--- src/rtl/gemm_pkg.sv ---
// Shared types for the 2x2 GEMM K-slice sequencer.
// Operand/accumulator types, FSM state encoding, default watchdog limit.
package gemm_pkg;

  typedef logic signed [7:0]  op_t;
  typedef logic signed [31:0] acc_t;

  typedef enum logic [2:0] {
    IDLE,
    FETCH,
    ISSUE,
    WAIT,
    DONE
  } gemm_seq_state_e;

  localparam int unsigned TIMEOUT_CYC_DEF = 64;

endpackage

--- src/rtl/gemm_psum_bank.sv ---
// Four 32-bit partial-sum registers for the 2x2 output tile.
// Ports: clk, rst (sync, active-high), clr (zero all), ld (load y*), y00..y11 in, p00..p11 out.
module gemm_psum_bank
  import gemm_pkg::*;
(
  input  logic clk,
  input  logic rst,
  input  logic clr,
  input  logic ld,
  input  acc_t y00,
  input  acc_t y01,
  input  acc_t y10,
  input  acc_t y11,
  output acc_t p00,
  output acc_t p01,
  output acc_t p10,
  output acc_t p11
);

  acc_t p_q [4];
  acc_t p_d [4];

  // clr wins over ld; both are single-cycle strobes from the sequencer.
  always_comb begin
    p_d = p_q;
    if (clr) begin
      p_d = '{default: '0};
    end else if (ld) begin
      p_d[0] = y00;
      p_d[1] = y01;
      p_d[2] = y10;
      p_d[3] = y11;
    end
  end

  always_ff @(posedge clk) begin
    if (rst) begin
      for (int i = 0; i < 4; i++) begin
        p_q[i] <= '0;
      end
    end else begin
      p_q <= p_d;
    end
  end

  assign p00 = p_q[0];
  assign p01 = p_q[1];
  assign p10 = p_q[2];
  assign p11 = p_q[3];

endmodule

--- src/rtl/gemm_kslice_seq.sv ---
// Sequencer feeding a 2x2 MAC array one int8 K-slice at a time, holding
// 32-bit partial sums between slices and presenting the final C tile.
// Ports: clk, rst (sync, active-high); start/k_len/busy control;
// s_valid/s_ready/s_a*/s_b* slice stream; mac_in_valid/mac_a*/mac_b*/mac_acc*
// issue side; mac_out_valid/mac_y* array results; res_valid/res_ready/c*
// result port; err watchdog pulse.
// Optional watchdog in WAIT: define GEMM_SEQ_WDOG_EN (otherwise err = 0).
module gemm_kslice_seq
  import gemm_pkg::*;
#(
  parameter int unsigned K_W         = 8,
  parameter int unsigned TIMEOUT_CYC = TIMEOUT_CYC_DEF
) (
  input  logic           clk,
  input  logic           rst,
  input  logic           start,
  input  logic [K_W-1:0] k_len,
  output logic           busy,
  input  logic           s_valid,
  output logic           s_ready,
  input  op_t            s_a0,
  input  op_t            s_a1,
  input  op_t            s_b0,
  input  op_t            s_b1,
  output logic           mac_in_valid,
  output op_t            mac_a0,
  output op_t            mac_a1,
  output op_t            mac_b0,
  output op_t            mac_b1,
  output acc_t           mac_acc00,
  output acc_t           mac_acc01,
  output acc_t           mac_acc10,
  output acc_t           mac_acc11,
  input  logic           mac_out_valid,
  input  acc_t           mac_y00,
  input  acc_t           mac_y01,
  input  acc_t           mac_y10,
  input  acc_t           mac_y11,
  output logic           res_valid,
  input  logic           res_ready,
  output acc_t           c00,
  output acc_t           c01,
  output acc_t           c10,
  output acc_t           c11,
  output logic           err
);

  gemm_seq_state_e state_q, state_d;
  logic [K_W-1:0]  cnt_q, cnt_d;
  logic [K_W-1:0]  cnt_dec;
  op_t             a0_q, a0_d;
  op_t             a1_q, a1_d;
  op_t             b0_q, b0_d;
  op_t             b1_q, b1_d;
  logic            busy_q, busy_d;
  logic            miv_q, miv_d;
  logic            rv_q, rv_d;
  logic            ps_clr;
  logic            ps_ld;
  logic            tmo;

  assign cnt_dec = cnt_q - K_W'(1);

  always_comb begin
    state_d = state_q;
    cnt_d   = cnt_q;
    a0_d    = a0_q;
    a1_d    = a1_q;
    b0_d    = b0_q;
    b1_d    = b1_q;
    ps_clr  = 1'b0;
    ps_ld   = 1'b0;
    unique case (state_q)
      IDLE: begin
        if (start) begin
          ps_clr  = 1'b1;
          cnt_d   = k_len;
          state_d = (k_len == '0) ? DONE : FETCH;
        end
      end
      FETCH: begin
        // s_ready is high throughout FETCH, so s_valid alone is the handshake.
        if (s_valid) begin
          a0_d    = s_a0;
          a1_d    = s_a1;
          b0_d    = s_b0;
          b1_d    = s_b1;
          state_d = ISSUE;
        end
      end
      ISSUE: begin
        state_d = WAIT;
      end
      WAIT: begin
        if (mac_out_valid) begin
          ps_ld   = 1'b1;
          cnt_d   = cnt_dec;
          state_d = (cnt_dec == '0) ? DONE : FETCH;
        end else if (tmo) begin
          ps_clr  = 1'b1;
          cnt_d   = '0;
          state_d = IDLE;
        end
      end
      DONE: begin
        if (res_ready) begin
          state_d = IDLE;
        end
      end
      default: begin
        state_d = IDLE;
      end
    endcase
    // Moore outputs registered from the next state.
    busy_d = (state_d != IDLE);
    miv_d  = (state_d == ISSUE);
    rv_d   = (state_d == DONE);
  end

  always_ff @(posedge clk) begin
    if (rst) begin
      state_q <= IDLE;
      cnt_q   <= '0;
      a0_q    <= '0;
      a1_q    <= '0;
      b0_q    <= '0;
      b1_q    <= '0;
      busy_q  <= 1'b0;
      miv_q   <= 1'b0;
      rv_q    <= 1'b0;
    end else begin
      state_q <= state_d;
      cnt_q   <= cnt_d;
      a0_q    <= a0_d;
      a1_q    <= a1_d;
      b0_q    <= b0_d;
      b1_q    <= b1_d;
      busy_q  <= busy_d;
      miv_q   <= miv_d;
      rv_q    <= rv_d;
    end
  end

`ifdef GEMM_SEQ_WDOG_EN
  localparam int unsigned WD_W = $clog2(TIMEOUT_CYC + 1);

  logic [WD_W-1:0] wd_q, wd_d;
  logic            err_q, err_d;

  // Counts WAIT cycles without a result; cleared everywhere else.
  always_comb begin
    wd_d = '0;
    if (state_q == WAIT && !mac_out_valid) begin
      wd_d = wd_q + WD_W'(1);
    end
  end

  assign tmo = (state_q == WAIT) && !mac_out_valid &&
               (wd_q == WD_W'(TIMEOUT_CYC - 1));
  assign err_d = tmo;

  always_ff @(posedge clk) begin
    if (rst) begin
      wd_q  <= '0;
      err_q <= 1'b0;
    end else begin
      wd_q  <= wd_d;
      err_q <= err_d;
    end
  end

  assign err = err_q;
`else
  logic unused_tmo;

  assign unused_tmo = ^TIMEOUT_CYC;
  assign tmo        = 1'b0;
  assign err        = 1'b0;
`endif

  gemm_psum_bank u_psum (
    .clk (clk),
    .rst (rst),
    .clr (ps_clr),
    .ld  (ps_ld),
    .y00 (mac_y00),
    .y01 (mac_y01),
    .y10 (mac_y10),
    .y11 (mac_y11),
    .p00 (mac_acc00),
    .p01 (mac_acc01),
    .p10 (mac_acc10),
    .p11 (mac_acc11)
  );

  assign c00 = mac_acc00;
  assign c01 = mac_acc01;
  assign c10 = mac_acc10;
  assign c11 = mac_acc11;

  assign busy         = busy_q;
  assign s_ready      = (state_q == FETCH);
  assign mac_in_valid = miv_q;
  assign mac_a0       = a0_q;
  assign mac_a1       = a1_q;
  assign mac_b0       = b0_q;
  assign mac_b1       = b1_q;
  assign res_valid    = rv_q;

endmodule
--- config.mk ---
export PLATFORM = sky130hd
export DESIGN_NAME = gemm_kslice_seq
export DESIGN_NICKNAME = d
export VERILOG_FILES = /design/src/rtl/gemm_pkg.sv /design/src/rtl/gemm_psum_bank.sv /design/src/rtl/gemm_kslice_seq.sv
export SDC_FILE = /design/constraint.sdc
export NUM_CORES = 1
export LEC_CHECK = 0
export ABC_AREA = 1
export CORE_AREA = 5 5 178 180
export CTS_BUF_LIST = sky130_fd_sc_hd__clkbuf_4 sky130_fd_sc_hd__clkbuf_8
export DETAILED_ROUTE_END_ITERATION = 7
export DIE_AREA = 0 0 183 185
export PLACE_DENSITY = 0.57
export SLEW_MARGIN = 20
export SYNTH_ARGS = -nofsm -noshare
export SYNTH_HDL_FRONTEND = slang
export SYNTH_SLANG_ARGS = --single-unit
--- constraint.sdc ---
create_clock -name clk -period 3.9 [get_ports clk]
set_clock_uncertainty 0.15 [all_clocks]
set_input_delay 0.39 -clock clk [delete_from_list [all_inputs] [get_ports clk]]
set_output_delay 0.39 -clock clk [all_outputs]
set_load 0.01 [all_outputs]
Word-level counts from Yosys, hierarchy flattened --
Index checks and enable logic that the tools add are counted.
Word-level totals: logic and storage cells 44, bits in registers 174, bits of input ports 174, output and inout port bits 293
Operators by class: muxes and demuxes 14, add/sub/neg operators 1, reductions and logical operators 8, eq/ne operators 8
Operator list (count):
- 2-to-1 mux 3 bit | 6
- logical NOT 8 bit | 2
- 2-to-1 mux 8 bit | 2
- case mux 8 bit (2 select lines) | 1
- case mux 3 bit (5 select lines) | 1
- equality test 3 x 2 -> 1 bit, second input constant | 3
- subtractor 8 x 1 -> 8 bit, second input constant | 1
- equality test 3 bit, second input constant | 2
- 2-to-1 mux 1 bit | 4
- inequality test 2 bit, second input constant | 2
- equality test 3 x 1 -> 1 bit, second input constant | 1
- logical NOT 3 bit | 1
- AND reduction 3 bit | 1
- nonzero test 3 bit | 1
- AND reduction 2 bit | 1
- nonzero test 2 bit | 1
- OR reduction 2 bit | 1

Logic depth before layout (Yosys ltp) --
Gate-level depths: netlist of run 1.
depth in word-level cells 6, mapped depth 16, gate-level depth less buffers 16

Modules after synthesis --
A second synthesis of run 1 with hierarchy kept.
Second synthesis, totals: cell total of the unflattened synthesis 1223, area, all modules 8260.4 µm²
Modules (own cells, without submodules):
- gemm_psum_bank | cells an instance 811, area each 5241.3 µm², instances 1, seq. area each 2562.5 µm²
- gemm_kslice_seq | cells an instance 412, area each 3019.1 µm², instances 1, seq. area each 920.9 µm²

Worst setup path after synthesis of run 1 --
Ideal clock, no wire load.
kind reg2reg, start register cnt_q[0], end register busy_q, in the netlist busy, stages on the path, launching flop included 14, clock period less this slack 1682 ps, required time 3634 ps, data arrival time 1416 ps, slack 2218 ps, path buffers 0, setup time 116 ps, cells stage by stage dfxtp_1 -> inv_1 -> ha_1 -> inv_1 -> nor2_1 -> nand2_1 -> o21ai_0 -> nand2_1 -> nor2_1 -> nand2_1 -> nand2_1 -> nand3_1 -> nand2_1 -> nand2_1
Between the ends: longest elaborated chain between the ends 6
RTL lines:
- start: declaration | line gemm_kslice_seq.sv:49 | logic [K_W-1:0] cnt_q, cnt_d;
- start signal: assignment | line gemm_kslice_seq.sv:133 | cnt_q <= cnt_d;
- subtractor 8 x 1 -> 8 bit | line gemm_kslice_seq.sv:62 | assign cnt_dec = cnt_q - K_W'(1);
- logical NOT 8 bit | line gemm_kslice_seq.sv:98 | state_d = (cnt_dec == '0) ? DONE : FETCH;
- 2-to-1 mux 3 bit | line gemm_kslice_seq.sv:98
- 2-to-1 mux 3 bit | line gemm_kslice_seq.sv:95 | if (mac_out_valid) begin
- case mux 3 bit (5 select lines) | line gemm_kslice_seq.sv:73 | unique case (state_q)
- nonzero test 3 bit | line gemm_kslice_seq.sv:115 | busy_d = (state_d != IDLE);
- end signal: assignment | line gemm_kslice_seq.sv:138 | busy_q <= busy_d;
- end: declaration | line gemm_kslice_seq.sv:55 | logic busy_q, busy_d;
Every way passes these cells. A chain may end at the register's enable or synchronous reset.

Worst setup path after layout of run 1 --
start register state_q[0], end output s_ready
Between the ends: longest elaborated chain between the ends 1
RTL lines:
- start: declaration | line gemm_kslice_seq.sv:48 | gemm_seq_state_e state_q, state_d;
- start signal: assignment | line gemm_kslice_seq.sv:132 | state_q <= state_d;
- equality test 3 x 1 -> 1 bit | line gemm_kslice_seq.sv:202 | assign s_ready = (state_q == FETCH);
- end: declaration | line gemm_kslice_seq.sv:20 | output logic s_ready,
Every way passes these cells.

==> results of run 1 <==
==> final cells by class <==
class	instances	area, um^2	area share (%)
sequential	174	3480	29.2
clock inverter	14	131	1.10
multi-input combinational	581	2720	22.8
clock buffer	18	241	2.03
tap	396	495	4.16
inverter	20	77.6	0.651
timing repair buffer	475	4760	40.0
==> kinds of logic after synthesis <==
kind of cell | after synthesis | share of synthesized area, %
compound gates | 181 | 12.0
xor+xnor | 1 | 0.114
fa+ha+maj | 2 | 0.325
buf+inv | 221 | 19.5
flops | 174 | 45.2
other cells | 1 | 0.0487
simple gates | 396 | 22.7
==> flip-flops by register name (all words and copies together), names as in the netlist, 3 cells and up <==
signal	cells
mac_b0	8
mac_a0	8
state_q	3
mac_b1	8
u_psum.p00	32
cnt_q	8
mac_a1	8
u_psum.p10	32
u_psum.p11	32
u_psum.p01	32
==> per-layer routing <==
layer | part of all wire [%] | GRT usage (%) | up-vias
li1 | - | - | 3689
met1 | 42 | 19.6 | 3516
met2 | 51 | 26.5 | 272
met3 | 6.5 | 4.05 | 13
met4 | 1.0 | 3.16 | 0
met5 | 0 | 0 | -
==> Yosys cell counts (2+ instances only) <==
master / instances / area [um^2]
nand2_1: 205 / 769
dfxtp_1: 174 / 3480
nand3_1: 164 / 821
a21oi_1: 161 / 806
buf_4: 135 / 1010
buf_2: 31 / 155
clkbuf_1: 18 / 67.6
inv_1: 18 / 67.6
nor2_1: 17 / 63.8
buf_6: 11 / 124
o21ai_0: 11 / 55.1
a31oi_1: 7 / 43.8
clkbuf_8: 4 / 55.1
nand2_4: 3 / 33.8
ha_1: 2 / 25.0
or2_2: 2 / 12.5
==> worst paths after layout <==
path | start | to | cells past startpoint | slack [ns]
min reg2reg | mac_a0[5]$_SDFFE_PP0P_ | mac_a0[5]$_SDFFE_PP0P_ | 2 | 0.32
max reg2reg | state_q[0]$_SDFF_PP0_ | mac_b0[5]$_SDFFE_PP0P_ | 6 | 1.62
min | mac_a0[5]$_SDFFE_PP0P_ | mac_a0[5]$_SDFFE_PP0P_ | 2 | 0.32
max | state_q[0]$_SDFF_PP0_ | s_ready | 3 | 1.27
==> placed cells by master (no fill, tap or decap), types with 4 or more instances in the layout <==
cell type,instances
a21oi_1,161
a31oi_1,7
buf_4,8
clkbuf_8,17
clkdlybuf4s50_1,464
dfxtp_1,174
inv_1,18
inv_6,4
nand2_1,204
nand2_4,4
nand3_1,164
nor2_1,17
o21ai_0,11
==> worst register-to-register path, delay by kind of cell (launching register included) <==
kind            cells  cell delay, ns
compound gates      1            0.06
buf+inv             2            0.48
flops               1            0.40
simple gates        3            1.08
==> power breakdown <==
| group | total (mW) | internal, mW | switching, mW |
|---|---|---|---|
| clock | 1.22 | 0.474 | 0.751 |
| combinational | 0.529 | 0.272 | 0.258 |
| sequential | 1.84 | 1.81 | 0.0259 |
| total | 3.59 | 2.56 | 1.03 |
==> per-stage QoR <==
| stage | total power [mW] | instance area, um^2 | hold slack, ns | setup WS [ns] |
|---|---|---|---|---|
| floorplan | 2.12 | 7700 | 0.334 | 2.22 |
| global placement | 2.41 | 11500 | 0.298 | 1.61 |
| detailed placement | 2.41 | 11500 | 0.304 | 1.61 |
| CTS | 3.67 | 11900 | 0.302 | 1.19 |
| global route | 3.79 | 11900 | 0.300 | 1.08 |
| finish | 3.59 | 11900 | 0.316 | 1.27 |
==> flow_metrics.py, run 1 <==
metrics = {
    "run_status": {
        "outcome": "finished, final reports clean",
    },
    "setup_path": {
        "critical_path.max_stage_delay_ns": 0.66,
        "path_buf_inv": 2,
        "path_max_fanout": 17,
        "required_ns": 3.36,
        "crit_type": "flip-flop to output port",
        "cp-end-kind": "output port",
        "cp_cell_sequence": "inv_1, nor3_4, clkdlybuf4s50_1",
        "cp-start-kind": "flip-flop",
        "arrival_ns": 2.09,
        "crit_slowest_cell": "clkdlybuf4s50_1",
        "critical_path.top_delay_family": "buffers and inverters",
    },
    "clock_tree": {
        "cts_resized": 0,
        "clkLatencyLatePin_ns": 0.44,
        "holdBufCountCts": 0,
        "htree_levels": 4,
        "numCtsBuffers": 17,
        "cts_sinks": 174,
        "cts_tree": "yes",
        "cts_root_buf": "clkbuf_8",
        "clkSlewWorstSetupHoldPaths_ns": 0.10,
        "cts_setup_buffers": 0,
        "clock_path_buffers": 2,
    },
    "global_routing": {
        "grtUsageTotal_pct": 15.4,
        "antenna_found_initial": 0,
        "grt_pass1_wl_um": 41700,
        "first_global_vias": 7009,
        "overflow": 0,
        "grt_max_degree": 88,
    },
    "detailed_routing": {
        "drt_pass1_iterations": 5,
        "routed_via_density": 4.46,
        "drtIter0Drc": 490,
        "wl_um": 28300,
        "drc": 0,
        "ant_nets": 0,
        "via_count": 7490,
        "wire_per_inst_um": 16.9,
    },
    "sta": {
        "max-slew-margin-rel_pct": 40.6,
        "hold_viol_final": 0,
        "tightestPinTransition_ns": 0.891,
        "fin_tns_setup_ns": 0,
        "post-route-min-period_ns": 2.63,
        "report.final.slew_viol_count": 0,
        "max_freq_ghz": 0.380,
        "rsz0062_at_grt": "no",
        "period_share_pct": 67.5,
        "finalSetupViolCount": 0,
    },
    "placed_design": {
        "dp_cells": 1646,
        "numPortBuffers": 465,
        "gp_congestion": 0.795,
        "place_hpwl_um": 20500,
    },
    "synthesis": {
        "syn_area_per_cell_um2": 7.89,
        "synthArstFlopShare_pct": 0,
        "synth_cells": 976,
        "ys_warn_count": 0,
        "synth-edff-count": 0,
        "synthesis.area_um2": 7700,
        "ys_seq_area_share_pct": 45.2,
        "ys_types": 29,
        "ys_seq_elements": 174,
        "synth_nets": 1152,
        "synth_flop_cell": "dfxtp_1",
    },
    "final_layout": {
        "final_util_pct": 39.7,
        "antenna_cells": 0,
        "nets": 1445,
        "syn_to_final_growth_pct": 54.7,
        "drive_gt1_share_pct": 4.21,
        "fill_cells": 3085,
        "finalNonFillerCells": 1678,
    },
    "power": {
        "p_leak_nw": 3.93,
        "powerDensity_nw_per_um2": 302,
        "ir_worst_vdd_v": 0.000144,
    },
    "floorplanning": {
        "core-area_um2": 30000,
        "pin_count": 467,
        "die_w_um": 183,
        "start_util_pct": 25.6,
        "die_y_um": 185,
        "rows": 64,
        "die-area_um2": 33900,
    },
    "flow_run": {
        "drv_cap": 0,
    },
    "hold_path": {
        "hp-class": "flip-flop to flip-flop",
    },
}
Note: power is estimated with default switching activity, not from simulation.
==> run 2: changes to the inputs <==
--- a/config.mk
+++ b/config.mk
@@ -10,7 +10,7 @@
 export CTS_BUF_LIST = sky130_fd_sc_hd__clkbuf_4 sky130_fd_sc_hd__clkbuf_8
 export DETAILED_ROUTE_END_ITERATION = 7
 export DIE_AREA = 0 0 183 185
-export PLACE_DENSITY = 0.57
+export PLACE_DENSITY = 0.6
 export SLEW_MARGIN = 20
 export SYNTH_ARGS = -nofsm -noshare
 export SYNTH_HDL_FRONTEND = slang
==> constraint.sdc (replaced) <==
create_clock -name clk -period 2.2 [get_ports clk]
set_clock_uncertainty 0.15 [all_clocks]
set_input_delay 0.22 -clock clk [delete_from_list [all_inputs] [get_ports clk]]
set_output_delay 0.22 -clock clk [all_outputs]
set_load 0.01 [all_outputs]
==> run 2 against run 1 <==
Effect of this change: flip-flop and latch count did not move; global-route usage barely moved; power rose by 82%; setup slack got worse by 0.96 ns; core utilization rose by 0.62 points; hold slack got worse by 0.18 ns; count of clock-buffer cells in the layout rose by 1; design area rose by 1.6%; first-iteration DRC count rose by 8.8%; non-clock buffer count rose by 11; largest power group unchanged.
==> flow_metrics.py, run 2 (synthesis gave the netlist of run 1 again) <==
metrics = {
    "global_routing": {
        "first_global_vias": 7069,
        "grt_max_degree": 90,
        "overflow": 0,
        "grt_pass1_wl_um": 41600,
        "grtUsageTotal_pct": 15.4,
        "antenna_found_initial": 1,
    },
    "final_layout": {
        "final_cell_mix": "clkdlybuf4s50_1 (463), nand2_1 (204), dfxtp_1 (174)",
        "fill_cells": 3105,
        "regArea_um2": 3480,
        "multiInputGateArea_um2": 2720,
        "syn_to_final_growth_pct": 57.1,
        "final_common_cell": "clkdlybuf4s50_1",
        "nets": 1456,
        "drive_gt1_share_pct": 5.03,
    },
    "placed_design": {
        "gp_congestion": 0.866,
        "numPortBuffers": 465,
        "place_hpwl_um": 21100,
    },
    "detailed_routing": {
        "wire_per_inst_um": 16.8,
        "via_count": 7495,
        "ant_nets": 0,
        "drc": 0,
        "drt_pass1_iterations": 5,
        "drtIter0Drc": 533,
        "dr_wl_met2_um": 14300,
        "top_layer_used": "met4",
        "wl_met1_um": 11500,
        "routed_via_density": 4.43,
        "wl_um": 28300,
        "wl_met3_um": 1950,
    },
    "clock_tree": {
        "holdBufCountCts": 0,
        "clkLatencyLatePin_ns": 0.43,
        "clock_path_buffers": 2,
        "cts_sinks": 174,
        "htree_levels": 4,
        "numCtsBuffers": 17,
        "cts_root_buf": "clkbuf_8",
        "cts_tree": "yes",
        "clkSlewWorstSetupHoldPaths_ns": 0.12,
    },
    "power": {
        "switching_share_pct": 28.0,
        "pwr-share-seq_pct": 50.0,
        "p_total_mw": 6.52,
        "powerDensity_nw_per_um2": 539,
        "pwr-share-clk_pct": 35.1,
        "p_leak_nw": 4.04,
        "ir_worst_vdd_v": 0.000376,
        "p_comb_share_pct": 14.9,
        "power.internal_mw": 4.70,
        "p_switching_mw": 1.83,
    },
    "setup_path": {
        "path_max_fanout": 5,
        "critical_path.max_stage_delay_ns": 0.34,
        "cp_cell_sequence": "inv_1, ha_1, inv_1, nor2_1, nand2_1, o21ai_0, nand2_1, nor2_1, nand2_1, nand2_1, nand3_1, nand2_1, nand2_1",
        "cp-start-kind": "flip-flop",
        "required_ns": 2.39,
        "critical_path.top_delay_family": "simple AND/OR/NAND/NOR gates",
        "arrival_ns": 2.08,
        "crit_type": "flip-flop to flip-flop",
        "crit_slowest_cell": "dfxtp_1",
        "cp-end-kind": "flip-flop",
        "crit_top_cell": "nand2_1",
        "path_buf_inv": 2,
    },
    "floorplanning": {
        "die-area_um2": 33900,
        "core-area_um2": 30000,
        "die_y_um": 185,
        "pin_count": 467,
        "start_util_pct": 25.6,
        "die_w_um": 183,
        "rows": 64,
    },
    "sta": {
        "period_share_pct": 85.9,
        "fin_tns_setup_ns": 0,
        "finalSetupViolCount": 0,
        "post-route-min-period_ns": 1.89,
        "rsz0062_at_grt": "no",
        "hold_viol_final": 0,
        "hold_ws_ns": 0.137,
        "max_freq_ghz": 0.529,
        "report.final.slew_viol_count": 0,
    },
    "flow_run": {
        "drv_cap": 0,
    },
    "run_status": {
        "outcome": "finished, final reports clean",
    },
    "hold_path": {
        "hp-class": "primary input to flip-flop",
    },
}
==> run 2: worst paths after layout <==
kind / start / end / slack, ns / depth (start not counted)
max: cnt_q[0]$_SDFFE_PP0P_ / busy$_SDFF_PP0_ / 0.31 / 13
min: mac_out_valid / u_psum.p01[31]$_SDFFE_PP0P_ / 0.14 / 4
max reg2reg: cnt_q[0]$_SDFFE_PP0P_ / busy$_SDFF_PP0_ / 0.31 / 13
min reg2reg: mac_b0[0]$_SDFFE_PP0P_ / mac_b0[0]$_SDFFE_PP0P_ / 0.32 / 2
==> run 2: area by class of cell <==
class                   instances  share of cell area, %
clock buffers                  19                   2.06
clock inverters                13                   1.22
multi-input cells             581                   22.5
inverters                      20                  0.641
repair buffers                486                   40.7
diodes                          1                 0.0207
well taps                     396                   4.09
flip-flops and latches        174                   28.8
==> run 2: metal layers <==
metal,GRT usage [%],vias to the layer above
met5,0,-
met4,4.83,0
met3,3.87,30
met2,26.4,292
met1,19.2,3461
li1,-,3712
==> run 2: worst register-to-register path, delay by kind of cell (launching register included) <==
family | cells | cell delay [ns]
buf+inv | 2 | 0.19
flops | 1 | 0.34
compound gates | 1 | 0.15
simple gates | 9 | 0.77
fa+ha+maj | 1 | 0.19
==> run 2: power groups by stage <==
stage / clock network (mW) / registers, mW / logic, mW
global route: 2.53 / 3.27 / 1.06
finish: 2.29 / 3.26 / 0.972
CTS: 2.39 / 3.26 / 0.981
global placement: 0 / 3.33 / 0.973
floorplan: 0 / 3.34 / 0.416
detailed placement: 0 / 3.33 / 0.972
==> run 2: per-stage QoR <==
step	area, um^2	utilization, %	worst slack (ns)	instances
finish	12100	40.3	0.309	1690
global route	12100	40.3	0.126	1690
CTS	12100	40.3	0.0445	1689
detailed placement	11700	38.9	0.251	1656
global placement	11700	38.9	0.263	1656
floorplan	7700	-	0.518	976
==> run 2: what timing repair did <==
item,in CTS,in global routing
buffers inserted,1,0
gates resized for setup,0,1
pin swaps,1,0
endpoints found under the setup margin,1,1
gates cloned,0,0
